===== src/rtl/cache_mem_arbiter.sv =====
// Round-robin arbiter sharing one main-memory port between I-cache and D-cache line transfers.
// One full-line transfer outstanding at a time, with a watchdog on the wait for mem_ready.
module cache_mem_arbiter #(
    parameter int unsigned ADDR_W  = 32,
    parameter int unsigned LINE_W  = 128,
    parameter int unsigned TIMEOUT = 255
) (
    input  logic              clk,
    input  logic              rst_n,
    input  logic              i_req,
    input  logic              i_we,
    input  logic [ADDR_W-1:0] i_addr,
    input  logic [LINE_W-1:0] i_wdata,
    output logic              i_ack,
    output logic [LINE_W-1:0] i_rdata,
    input  logic              d_req,
    input  logic              d_we,
    input  logic [ADDR_W-1:0] d_addr,
    input  logic [LINE_W-1:0] d_wdata,
    output logic              d_ack,
    output logic [LINE_W-1:0] d_rdata,
    output logic              mem_req,
    output logic              mem_we,
    output logic [ADDR_W-1:0] mem_addr,
    output logic [LINE_W-1:0] mem_wdata,
    input  logic              mem_ready,
    input  logic [LINE_W-1:0] mem_rdata,
    output logic              grant_d,
    output logic              timeout_err
);

    localparam int unsigned CNT_W = 16;
    localparam bit          WD_EN = (TIMEOUT != 0);
    localparam logic [CNT_W-1:0] WD_LIMIT = (TIMEOUT == 0) ? '0 : CNT_W'(TIMEOUT - 1);

    typedef enum logic [1:0] {
        IDLE = 2'd0,
        MEM  = 2'd1,
        DONE = 2'd2
    } state_t;

    typedef struct packed {
        logic              we;
        logic [ADDR_W-1:0] addr;
        logic [LINE_W-1:0] wdata;
    } mem_cmd_t;

    state_t            state, state_next;
    mem_cmd_t          cmd, cmd_next;
    logic [CNT_W-1:0]  cnt, cnt_next;
    logic              last_grant, last_next;
    logic              grant_next;
    logic [LINE_W-1:0] i_rdata_next, d_rdata_next;
    logic              i_ack_next, d_ack_next;
    logic              mem_req_next;
    logic              timeout_next;
    logic              pick_d_c;
    logic              wd_hit_c;

    assign mem_we    = cmd.we;
    assign mem_addr  = cmd.addr;
    assign mem_wdata = cmd.wdata;

    // Next-state and next-output logic; every registered output is computed here.
    always_comb begin
        state_next   = state;
        cmd_next     = cmd;
        cnt_next     = cnt;
        last_next    = last_grant;
        grant_next   = grant_d;
        i_rdata_next = i_rdata;
        d_rdata_next = d_rdata;
        i_ack_next   = 1'b0;
        d_ack_next   = 1'b0;
        mem_req_next = 1'b0;
        timeout_next = timeout_err;
        pick_d_c     = 1'b0;
        wd_hit_c     = WD_EN && (cnt == WD_LIMIT);

        case (state)
            IDLE: begin
                if (i_req || d_req) begin
                    // On contention the side that did not win last time goes first.
                    pick_d_c     = d_req && (!i_req || !last_grant);
                    grant_next   = pick_d_c;
                    last_next    = pick_d_c;
                    cmd_next     = pick_d_c ? '{we: d_we, addr: d_addr, wdata: d_wdata}
                                            : '{we: i_we, addr: i_addr, wdata: i_wdata};
                    cnt_next     = '0;
                    mem_req_next = 1'b1;
                    state_next   = MEM;
                end
            end
            MEM: begin
                if (mem_ready || wd_hit_c) begin
                    // mem_ready wins over the watchdog; a timed-out read returns zeros.
                    if (!cmd.we) begin
                        if (grant_d) begin
                            d_rdata_next = mem_ready ? mem_rdata : '0;
                        end else begin
                            i_rdata_next = mem_ready ? mem_rdata : '0;
                        end
                    end
                    if (!mem_ready) begin
                        timeout_next = 1'b1;
                    end
                    i_ack_next = !grant_d;
                    d_ack_next = grant_d;
                    state_next = DONE;
                end else begin
                    cnt_next     = cnt + CNT_W'(1);
                    mem_req_next = 1'b1;
                end
            end
            DONE: begin
                state_next = IDLE;
            end
            default: begin
                state_next = IDLE;
            end
        endcase
    end

    // State and output registers; reset abandons any transfer without an ack.
    always_ff @(posedge clk or negedge rst_n) begin
        if (!rst_n) begin
            state       <= IDLE;
            cmd         <= '0;
            cnt         <= '0;
            last_grant  <= 1'b1;
            grant_d     <= 1'b0;
            i_rdata     <= '0;
            d_rdata     <= '0;
            i_ack       <= 1'b0;
            d_ack       <= 1'b0;
            mem_req     <= 1'b0;
            timeout_err <= 1'b0;
        end else begin
            state       <= state_next;
            cmd         <= cmd_next;
            cnt         <= cnt_next;
            last_grant  <= last_next;
            grant_d     <= grant_next;
            i_rdata     <= i_rdata_next;
            d_rdata     <= d_rdata_next;
            i_ack       <= i_ack_next;
            d_ack       <= d_ack_next;
            mem_req     <= mem_req_next;
            timeout_err <= timeout_next;
        end
    end

endmodule


===== config.mk =====
export PLATFORM = sky130hd
export DESIGN_NAME = cache_mem_arbiter
export DESIGN_NICKNAME = d
export VERILOG_FILES = /design/src/rtl/cache_mem_arbiter.sv
export SDC_FILE = /design/constraint.sdc
export NUM_CORES = 1
export LEC_CHECK = 0
export ABC_AREA = 1
export BUFFER_PORTS_ARGS = -buffer_cell sky130_fd_sc_hd__buf_4
export CAP_MARGIN = 20
export CORE_AREA = 2 2 339 341
export CTS_BUF_LIST = sky130_fd_sc_hd__clkbuf_16
export CTS_CLUSTER_DIAMETER = 60
export DETAILED_ROUTE_END_ITERATION = 12
export DIE_AREA = 0 0 341 343
export GPL_ROUTABILITY_DRIVEN = 0
export GPL_TIMING_DRIVEN = 1
export SLEW_MARGIN = 25
export SYNTH_ARGS = -nofsm -noshare
export SYNTH_HDL_FRONTEND = slang
export SYNTH_SLANG_ARGS = --single-unit

===== constraint.sdc =====
create_clock -name clk -period 4.35 [get_ports clk]
set_input_delay 0.6525 -clock clk [delete_from_list [all_inputs] [get_ports clk]]
set_output_delay 0.6525 -clock clk [all_outputs]
set_load 0.03 [all_outputs]

# ---- Yosys cells after proc, flatten, opt, wreduce, memory -nomap -nowiden
# Index checks and enable logic that the tools add are counted.
dict set report word_totals {
  register_bits 441
  inputBits 455
  wordCells 52
  output_inout_bits 422
}
dict set report op_classes {
  n_reduce_logical 15
  bitwise_logic 3
  add_sub_neg 1
  n_eq_ne 5
  n_mux 15
}
# cell count
set op_table {}
lappend op_table {{$mux W161} 1}
lappend op_table {{$mux W128} 1}
lappend op_table {{$mux W16} 2}
lappend op_table {{$pmux W16 S2} 1}
lappend op_table {{$add A16 B1 Y16 const B} 1}
lappend op_table {{$eq A16 B8 Y1 const B} 1}
lappend op_table {{$reduce_and A4 Y1} 2}
lappend op_table {{$mux W1} 6}
lappend op_table {{$ne A2 B2 Y1 const B} 3}
lappend op_table {{$reduce_and A3 Y1} 2}
lappend op_table {{$mux W2} 2}
lappend op_table {{$pmux W2 S2} 1}
lappend op_table {{$reduce_and A2 Y1} 2}
lappend op_table {{$logic_not A1 Y1} 3}
lappend op_table {{$logic_or A1 B1 Y1} 3}
lappend op_table {{$not A1 Y1} 3}
lappend op_table {{$eq A2 B1 Y1 const B} 1}
lappend op_table {{$logic_not A2 Y1} 1}
lappend op_table {{$pmux W1 S2} 1}
lappend op_table {{$reduce_bool A2 Y1} 1}
lappend op_table {{$logic_and A1 B1 Y1} 1}

# ---- Logic depth before layout (Yosys ltp)
# Gate-level depths: netlist of the first run.
dict set report logic_depth {
  depth_word 4
  ltp_mapped 11
  depth_no_buf 9
}

# ---- Worst setup path before layout of the first run
# No wires, ideal clock.
dict set report synth_timing {
  path_kind {input-to-reg}
  start {input i_req}
  end {register cmd (netlist bit mem_addr[17])}
  path_buffers 2
  t_arrival_ns 1.606
  setup_ns 0.122
  path_slack_ns 2.622
  stages 7
  required_ns 4.228
  cell_sequence {nand2_1 nand2_1 clkinv_1 buf_2 clkbuf_1 o21ai_0 o21ai_1}
}
dict set report synth_via {
  elab_chain_cells 4
  word_cells_on_any_way 6
  classes_between {mux: 1; reduce/logical: 5}
}
# element line_no
set synth_lines {}
lappend synth_lines {{start, declared} 10} ;# input logic i_req,
lappend synth_lines {{$logic_not A1 Y1} 84} ;# pick_d_c = d_req && (!i_req || !last_grant);
lappend synth_lines {{$logic_or A1 B1 Y1} 84}
lappend synth_lines {{$logic_and A1 B1 Y1} 84}
lappend synth_lines {{$mux W161} 87} ;# cmd_next = pick_d_c ? '{we: d_we, addr: d_addr, wdata: d_wdata}
lappend synth_lines {{end signal, assigned} 140} ;# cmd <= cmd_next;
lappend synth_lines {{end, declared} 49} ;# mem_cmd_t cmd, cmd_next;
# Parallel ways exist; a longest one is shown, timed or not.
# A chain may end at the register's enable or synchronous reset.

# ---- Final worst setup path of the first run
dict set report layout_timing {
  start {register cnt[0]}
  end {register d_rdata[64]}
}
dict set report layout_via {
  elab_chain_cells 3
}
# element line_no
set layout_lines {}
lappend layout_lines {{start, declared} 50} ;# logic [CNT_W-1:0] cnt, cnt_next;
lappend layout_lines {{start signal, assigned} 141} ;# cnt <= cnt_next;
lappend layout_lines {{$eq A16 B8 Y1} 78} ;# wd_hit_c = WD_EN && (cnt == WD_LIMIT);
lappend layout_lines {{$logic_or A1 B1 Y1} 95} ;# if (mem_ready || wd_hit_c) begin
lappend layout_lines {{$reduce_and A4 Y1 (no line)} -}
lappend layout_lines {{end signal, assigned} 145} ;# d_rdata <= d_rdata_next;
lappend layout_lines {{end, declared} 21} ;# output logic [LINE_W-1:0] d_rdata,
# No other way between the ends.

==> results_dict.tcl, run 1 <==
set metrics [dict create \
    dr.pass1.iters 6 \
    numClockSinks 441 \
    timing.setup.tns_ns 0 \
    port_buffers 876 \
    syn_nets 2939 \
    cts_tree "built" \
    async_flop_share_pct 100 \
    clock_path_buffers 3 \
    path_class "flop to flop" \
    cp-start-kind "flop" \
    synth_most_common_cell "nand2_1" \
    ys_seq_area_share_pct 54.6 \
    fmax_mhz 382 \
    path_clk_slew_ns 0.06 \
    finalCriticalPeriod_ns 2.62 \
    final_cell_count_no_fill 4817 \
    cpMaxStageDelayCell "nand3_4" \
    cts_setup_buffers 0 \
    irDropWorstVdd_mv 0.464 \
    worst_slack_ns 1.73 \
    worst_pin_slew_ns 1.15 \
    wire_per_inst_um 20.7 \
    num_vias 20600 \
    ff2ff_path_depth 10 \
    yosys_warnings 0 \
    crit_arrival_ns 3.14 \
    globalRouteOverflowTotal 0 \
    path_max_fanout 50 \
    drc 0 \
    slew_violations 0 \
    yosysTopAreaCellShare_pct 54.5 \
    hold_slack_ns 0.0610 \
    die_area_um2 117000 \
    synth_edf_count 0 \
    crit_required_ns 4.87 \
    cts_buffers 60 \
    pre_cts_slack_ns 1.65 \
    final.period_utilization_pct 60.2 \
    yosysUniqueCellTypes 26 \
    dp_cells 4706 \
    rows 124 \
    synthToLayoutAreaGrowth_pct 48.8 \
    setup_viol 0 \
    hold_class "input pin to async pin" \
    r2r-end "d_rdata[64]" \
    hpwl_um 73800 \
    reg2reg_setup_slack_ns 1.73 \
    slew-limit-headroom_pct 23.0 \
    top_level_ports 877 \
    grt_pass1_vias 20000 \
    power_density_nw_per_um2 763 \
    grt_first_pass_wirelength_um 141000 \
    die_y_um 343 \
    r2r-start "cnt[0]" \
    endpoint_kind "flop" \
    hold_viol 0 \
    grt_antenna_before_repair 6 \
    die_w_um 341 \
    design.final.nets 3713 \
    dr.first_iter.drc_count 1383 \
    leakagePower_nw 16.0 \
    slowest_delay_ns 0.61 \
    ctsResizeCount 0 \
    synthTopCellsByArea "dfrtp_1 55%, nand2_1 16%, nand4_1 8.0%" \
    clock_latency_ns 0.65 \
    layout-drive-gt1-share_pct 30.7 \
    syn-instance-count 2482 \
    cts-root-buf "clkbuf_16" \
    cts_hold_buf 0 \
    ant_nets 0 \
    start_util_pct 17.8 \
    syn-cell-area_um2 20200 \
    path_cells "inv_1 > ha_1 > nand3_1 > nor2_1 > nand2_1 > nand2_8 > nand3_4 > buf_12 > nand2_1 > nand2_1" \
    track_usage_pct 16.2 \
    cts_max_level 2 \
    grt_max_degree 185 \
    clock_skew_ns 0.0376 \
    maxCapViolations 0 \
    rsz0062_at_grt "false" \
    ys_ff_latch 441 \
    wl_um 99700 \
    avgViaCountPerCell 4.28 \
    synth_common_cells "866 x nand2_1, 440 x dfrtp_1, 321 x o21ai_0" \
    status "finished, final reports clean" \
    core_um2 113000 \
    synth.avg_cell_area_um2 8.14 \
    path_common_cell "nand2_1" \
    synth_ff_type "dfrtp_1" \
    synth_top_area_cell "dfrtp_1" \
]
metrics by stage:
| stage | area [um2] | utilization (%) | power [mW] |
|---|---|---|---|
| after floorplan | 20200 | - | 12.9 |
| after global placement | 28100 | 24.8 | 18.2 |
| after detailed placement | 28100 | 24.8 | 18.3 |
| after CTS | 30100 | 26.5 | 23.3 |
| after global routing | 30100 | 26.5 | 24.2 |
| final | 30100 | 26.5 | 22.9 |
kinds of logic after synthesis:
family | after synthesis | synth area share, %
AOI/OAI and AO/OA | 331 | 8.22
adders and majority gates | 2 | 0.124
and+or+nand+nor | 1351 | 28.6
buffers and inverters | 350 | 8.10
DFF | 441 | 54.6
xor gates and xnor gates | 7 | 0.303
how the worst max path moves through the flow:
stage	from	end	slack [ns]	cells after the start
finish	cnt[0]	d_rdata[64]	1.73	10
global route	cnt[0]	d_rdata[64]	1.44	10
CTS	cnt[0]	d_rdata[64]	1.66	10
detailed placement	d_req	mem_wdata[80]	1.65	8
global placement	mem_ready	d_rdata[112]	1.70	7
floorplan	i_req	mem_addr[17]	2.62	7
registers in the layout, summed over array words and instances (netlist names):
signal,cells
grant_d,1
last_grant,1
state,2
cnt,16
mem_addr,32
mem_we,1
mem_req,1
d_rdata,128
timeout_err,1
mem_wdata,128
i_rdata,128
i_ack,1
d_ack,1
critical path, delay by kind of cell, from the launching register on:
kind,cells,cell delay (ns)
flip-flops,1,0.41
AND/OR/NAND/NOR,7,1.26
adder cells (fa/ha/maj),1,0.16
buffers and inverters,2,0.58
report_power, final:
part | leakage [nW] | switching (mW) | total [mW] | internal, mW
Clock | 0.988 | 2.03 | 4.88 | 2.85
Combinational | 9.40 | 7.91 | 11.3 | 3.35
Sequential | 5.64 | 1.05 | 6.80 | 5.76
layer usage:
| metal | vias up | GRT usage (%) | share of wire, % |
|---|---|---|---|
| li1 | 9670 | - | - |
| met1 | 9895 | 20.4 | 41 |
| met2 | 932 | 26.5 | 47 |
| met3 | 123 | 4.86 | 8.9 |
| met4 | 2 | 5.09 | 3.1 |
| met5 | - | 0 | 0.013 |
cell usage in the layout, fill, tap and decap left out, drive strengths merged:
master	netlist	routed
xor2	3	3
inv	148	170
nor3	2	2
nand3b	1	1
clkinvlp	0	3
clkinv	1	18
o21ai	329	329
nand3	26	26
o21bai	1	1
buf	79	913
clkbuf	122	61
bufinv	0	5
nand4	258	258
dfrtp	440	440
nor2	197	197
ha	2	2
diode	0	3
xnor2	4	4
nand2	867	867
dfstp	1	1
o31ai	1	1
cell type report:
type / instances / area (um2)
well taps: 1512 / 1890
clock buffers: 61 / 1530
flip-flops and latches: 441 / 11000
multi-input cells: 1691 / 7580
inverters: 149 / 567
repair buffers: 913 / 7040
diodes: 3 / 7.51
clock inverters: 47 / 415
fillers: 12400 / 83400
(Power assumes the default switching activity.)
==> run 2, diff against run 1 <==
- CORE_AREA: 2 2 339 341 -> 2 2 341 343
- DIE_AREA: 0 0 341 343 -> 0 0 343 345
- clock period: 4.35 -> 2.4 ns (I/O delays scaled with it)
==> run 2 against run 1 <==
  * Routed wire length is 2.6% higher
  * Utilization is 2.2 points higher
  * Non-clock buffer count is 297 higher
  * Setup slack worse by 1.6 ns
  * Clock-buffer cell count is 2 lower
  * Final cell count is 6.4% higher
  * Register-to-register slack worse by 1.6 ns
  * Clock skew is 0.0024 ns higher
  * Combinational power is 96% higher
  * Critical endpoint is now mem_wdata[101]
==> results_dict.tcl, run 2 (same netlist as run 1, synthesis figures left out) <==
set metrics [dict create \
    die_y_um 345 \
    start_util_pct 17.5 \
    critical_path.startpoint "last_grant" \
    path_max_fanout 41 \
    top_level_ports 877 \
    cp-start-kind "flop" \
    crit_arrival_ns 2.86 \
    grt_max_degree 129 \
    avgViaCountPerCell 4.25 \
    grt_use_met2_pct 27.0 \
    grt_pass1_vias 21400 \
    grt_antenna_before_repair 14 \
    wire_per_inst_um 19.9 \
    crit_required_ns 2.97 \
    cts_buffers 58 \
    busiest_layer "met2" \
    die_area_um2 118000 \
    cts-root-buf "clkbuf_16" \
    path_cells "nand2_1 > nand2_4 > inv_4 > buf_4 > o21ai_0 > o21ai_0 > dlygate4sd3_1" \
    layout-drive-gt1-share_pct 29.1 \
    hpwl_um 74700 \
    ant_nets 0 \
    path_class "flop to flop" \
    hold_viol 0 \
    setup_viol 0 \
    port_buffers 876 \
    met3_usage_pct 5.03 \
    fmax_mhz 436 \
    slew_violations 0 \
    cts_max_level 2 \
    path_clk_slew_ns 0.06 \
    globalRouteOverflowTotal 0 \
    slowest_delay_ns 0.58 \
    hold_slack_ns 0.0523 \
    leakagePower_nw 17.3 \
    rows 125 \
    dr.first_iter.drc_count 1442 \
    cpMaxStageDelayCell "dlygate4sd3_1" \
    numClockSinks 441 \
    hold_start "i_wdata[106]" \
    power_density_nw_per_um2 1300 \
    design.final.nets 4008 \
    drc 0 \
    slew-limit-headroom_pct 51.5 \
    layout_common_cells "920 x buf_4, 865 x nand2_1, 440 x dfrtp_1" \
    timing.setup.tns_ns 0 \
    rsz0062_at_grt "false" \
    cts_tree "built" \
    final_common_cell "buf_4" \
    clock_skew_ns 0.0400 \
    dr.pass1.iters 5 \
    clock_latency_ns 0.64 \
    maxCapViolations 0 \
    num_vias 21800 \
    met1_usage_pct 19.8 \
    r2r-start "last_grant" \
    wl_um 102000 \
    synthToLayoutAreaGrowth_pct 63.3 \
    final.period_utilization_pct 95.6 \
    status "finished, final reports clean" \
    core_um2 115000 \
    track_usage_pct 16.4 \
    hold_class "input pin to flop" \
    grt_first_pass_wirelength_um 145000 \
    finalCriticalPeriod_ns 2.29 \
    path_common_cell "o21ai_0" \
    endpoint_kind "flop" \
    die_w_um 343 \
    clock_path_buffers 3 \
    num-fill-cells 12200 \
    irDropWorstVdd_mv 0.742 \
    worst_pin_slew_ns 0.727 \
]
## run 2: cell count changes in the layout (fill, tap and decap cells not counted), moves of 3 or more
cell	delta
dlygate4sd3_1	+265
buf_4	+22
buf_12	+6
clkinv_2	+6
clkinv_1	+4
clkinv_4	-4
inv_1	-3
## run 2: per-stage QoR
stage	setup slack, ns	total power [mW]	cells	utilization [%]	instance area [um2]
floorplan	0.794	23.3	2482	-	20200
global placement	0.342	33.3	4746	24.7	28400
detailed placement	0.319	33.5	4746	24.7	28400
CTS	0.0391	43.3	5119	28.6	32900
global route	0.0204	45.3	5126	28.7	33000
finish	0.105	42.9	5127	28.7	33000
## run 2: layout make-up
class,count,area [um2],area share (%)
antenna,4,10.0,0.0303
clock buffer,59,1480,4.47
clock inverter,49,363,1.10
inverter,149,567,1.72
multi-input combinational,1691,7590,23.0
sequential,441,11000,33.4
tap,1524,1910,5.78
timing repair buffer,1210,10000,30.5
## run 2: critical path: cells and delay by family, from the launching register on
family                 cells  cell delay [ns]
buffers and inverters      3             1.30
flip-flops                 1             0.37
AO/OA/AOI/OAI              2             0.32
AND/OR/NAND/NOR            2             0.18
## run 2: report_power, final
group,internal [mW],total (mW),switching [mW]
clock network,4.82,8.42,3.61
logic,7.38,22.1,14.7
registers,10.4,12.4,1.97
## run 2: path summary, 6_finish.rpt
check	slack, ns	cells after the start	endpoint
setup / recovery	0.11	7	mem_wdata[101]
hold / removal	0.05	3	mem_wdata[106]
setup reg to reg	0.11	7	mem_wdata[101]
hold reg to reg	0.47	2	last_grant
max in group asynchronous	1.25	3	i_rdata[122]
min in group asynchronous	0.29	2	i_rdata[18]
## run 2: what timing repair did
item,in CTS,in global routing
endpoints found under the setup margin,0,12
buffers inserted,0,3
endpoints found under the hold margin,180,0
hold buffers,265,0
gates resized for setup,0,4
## run 2: routing by layer
layer	vias up	routed length, um
met2	900	48500
li1	10300	-
met5	-	82
met4	14	4330
met3	170	8810
met1	10500	40500
==> run 3, diff against run 2 <==
- RECOVER_POWER: unset -> 50
- clock period: 2.4 -> 1.9 ns (I/O delays scaled with it)
==> run 3 against run 2 <==
  * Global-route usage increased by 0.51 points
  * Combinational power increased by 20%
  * Final cell count increased by 3.9%
  * Clock skew decreased by 0.010 ns
==> results_dict.tcl, run 3 (same netlist as run 1, synthesis figures left out) <==
set metrics [dict create \
    status "finished, final reports clean" \
    synthToLayoutAreaGrowth_pct 70.6 \
    rows 125 \
    clock_path_buffers 3 \
    timing.setup.tns_ns 0 \
    slew-limit-headroom_pct 23.5 \
    cts_tree "built" \
    final.period_utilization_pct 96.3 \
    grt_max_degree 86 \
    num_vias 22800 \
    path_cells "nor3_1 > buf_12 > buf_12 > o21ai_0 > o21ai_0" \
    wl_um 106000 \
    setup_viol 0 \
    maxCapViolations 0 \
    cts_buffers 58 \
    die_y_um 345 \
    drc 0 \
    die_area_um2 118000 \
    wire_per_inst_um 19.8 \
    ant_nets 0 \
    hold_slack_ns 0.0487 \
    design.final.nets 4208 \
    crit_arrival_ns 2.39 \
    hold_class "input pin to flop" \
    clock_latency_ns 0.64 \
    grt_pass1_vias 23200 \
    slowest_delay_ns 0.40 \
    hpwl_um 76700 \
    dr.pass1.iters 7 \
    wl_met1_um 40600 \
    finalCriticalPeriod_ns 1.83 \
    reg2reg_setup_slack_ns 0.07 \
    avgViaCountPerCell 4.28 \
    path_class "flop to flop" \
    rsz0062_at_grt "true" \
    dr.first_iter.drc_count 1457 \
    crit_buf_inv 2 \
    cts-root-buf "clkbuf_16" \
    core_um2 115000 \
    path_clk_slew_ns 0.06 \
    slew_violations 0 \
    crit_required_ns 2.46 \
    layout-drive-gt1-share_pct 25.1 \
    numClockSinks 441 \
    die_w_um 343 \
    port_buffers 876 \
    clock_skew_ns 0.0300 \
    wl_met3_um 10200 \
    cts_max_level 2 \
    layout_common_cells "854 x nand2_1, 771 x buf_4, 440 x dfrtp_1" \
    endpoint_kind "flop" \
    power_density_nw_per_um2 1540 \
    path_max_fanout 73 \
    final_cell_count_no_fill 5327 \
    track_usage_pct 16.9 \
    final_common_cell "nand2_1" \
    globalRouteOverflowTotal 0 \
    start_util_pct 17.5 \
    fin_util_pct 29.9 \
    met2WireLength_um 48100 \
    grt_first_pass_wirelength_um 151000 \
    final_area_um2 34500 \
    cpMaxStageDelayCell "dfrtp_1" \
    top_level_ports 877 \
    cp-start-kind "flop" \
    fmax_mhz 546 \
    crit_family "compound AO/OA/AOI/OAI gates" \
    dpl_cell_area_um2 29100 \
    worst_pin_slew_ns 1.15 \
    irDropWorstVdd_mv 1.00 \
    leakagePower_nw 17.6 \
    dp_cells 4800 \
    top_layer_used "met5" \
    hold_viol 0 \
    grt_antenna_before_repair 9 \
]
## run 3: final timing paths
path                       depth (start not counted)             to         start
min in group asynchronous                          2    d_rdata[49]         rst_n
max in group asynchronous                          4  mem_wdata[44]         rst_n
max reg2reg                                        5    mem_addr[6]      state[1]
min                                                3  mem_wdata[73]   i_wdata[73]
max                                                5    mem_addr[6]      state[1]
min reg2reg                                        2   i_rdata[104]  i_rdata[104]
## run 3: through the flow
step	setup WS [ns]	power, mW
after floorplan	0.294	29.4
after global placement	0.0201	42.7
after detailed placement	0.00727	43.0
after CTS	0.00860	54.6
after global routing	-0.0192	55.9
final	0.0695	52.9
## run 3: metal layers
layer | vias up | GRT usage [%]
met5 | - | 0
met4 | 6 | 9.52
met3 | 223 | 5.84
met2 | 1065 | 27.1
met1 | 10800 | 19.7
li1 | 10700 | -
## run 3: what timing repair did
action,in CTS,in global routing
pin swaps,0,2
hold buffers,410,0
hold endpoints to repair,618,0
gates resized for setup,1,20
endpoints found under the setup margin,23,260
buffers inserted,0,2
gates cloned,0,3
## run 3: final cells by class
class                           instances  area, um2
Antenna cell                            4       10.0
Clock buffer                           58       1450
Clock inverter                         50        400
Fill cell                           12100      80600
Inverter                              149        562
Multi-Input combinational cell       1691       7610
Sequential cell                       441      11000
Tap cell                             1524       1910
Timing Repair Buffer                 1410      11500
## run 3: power breakdown
group          total, mW  internal, mW  switching (mW)  leakage, nW
clock network       10.7          6.14            4.58        0.942
logic               26.6          7.84            18.7         11.0
registers           15.6          13.2            2.45         5.64
## run 3: tightest hold or removal path, delay by kind of cell
family	cells	cell delay, ns
AOI/OAI and AO/OA	2	0.30
buffers and inverters	1	0.07
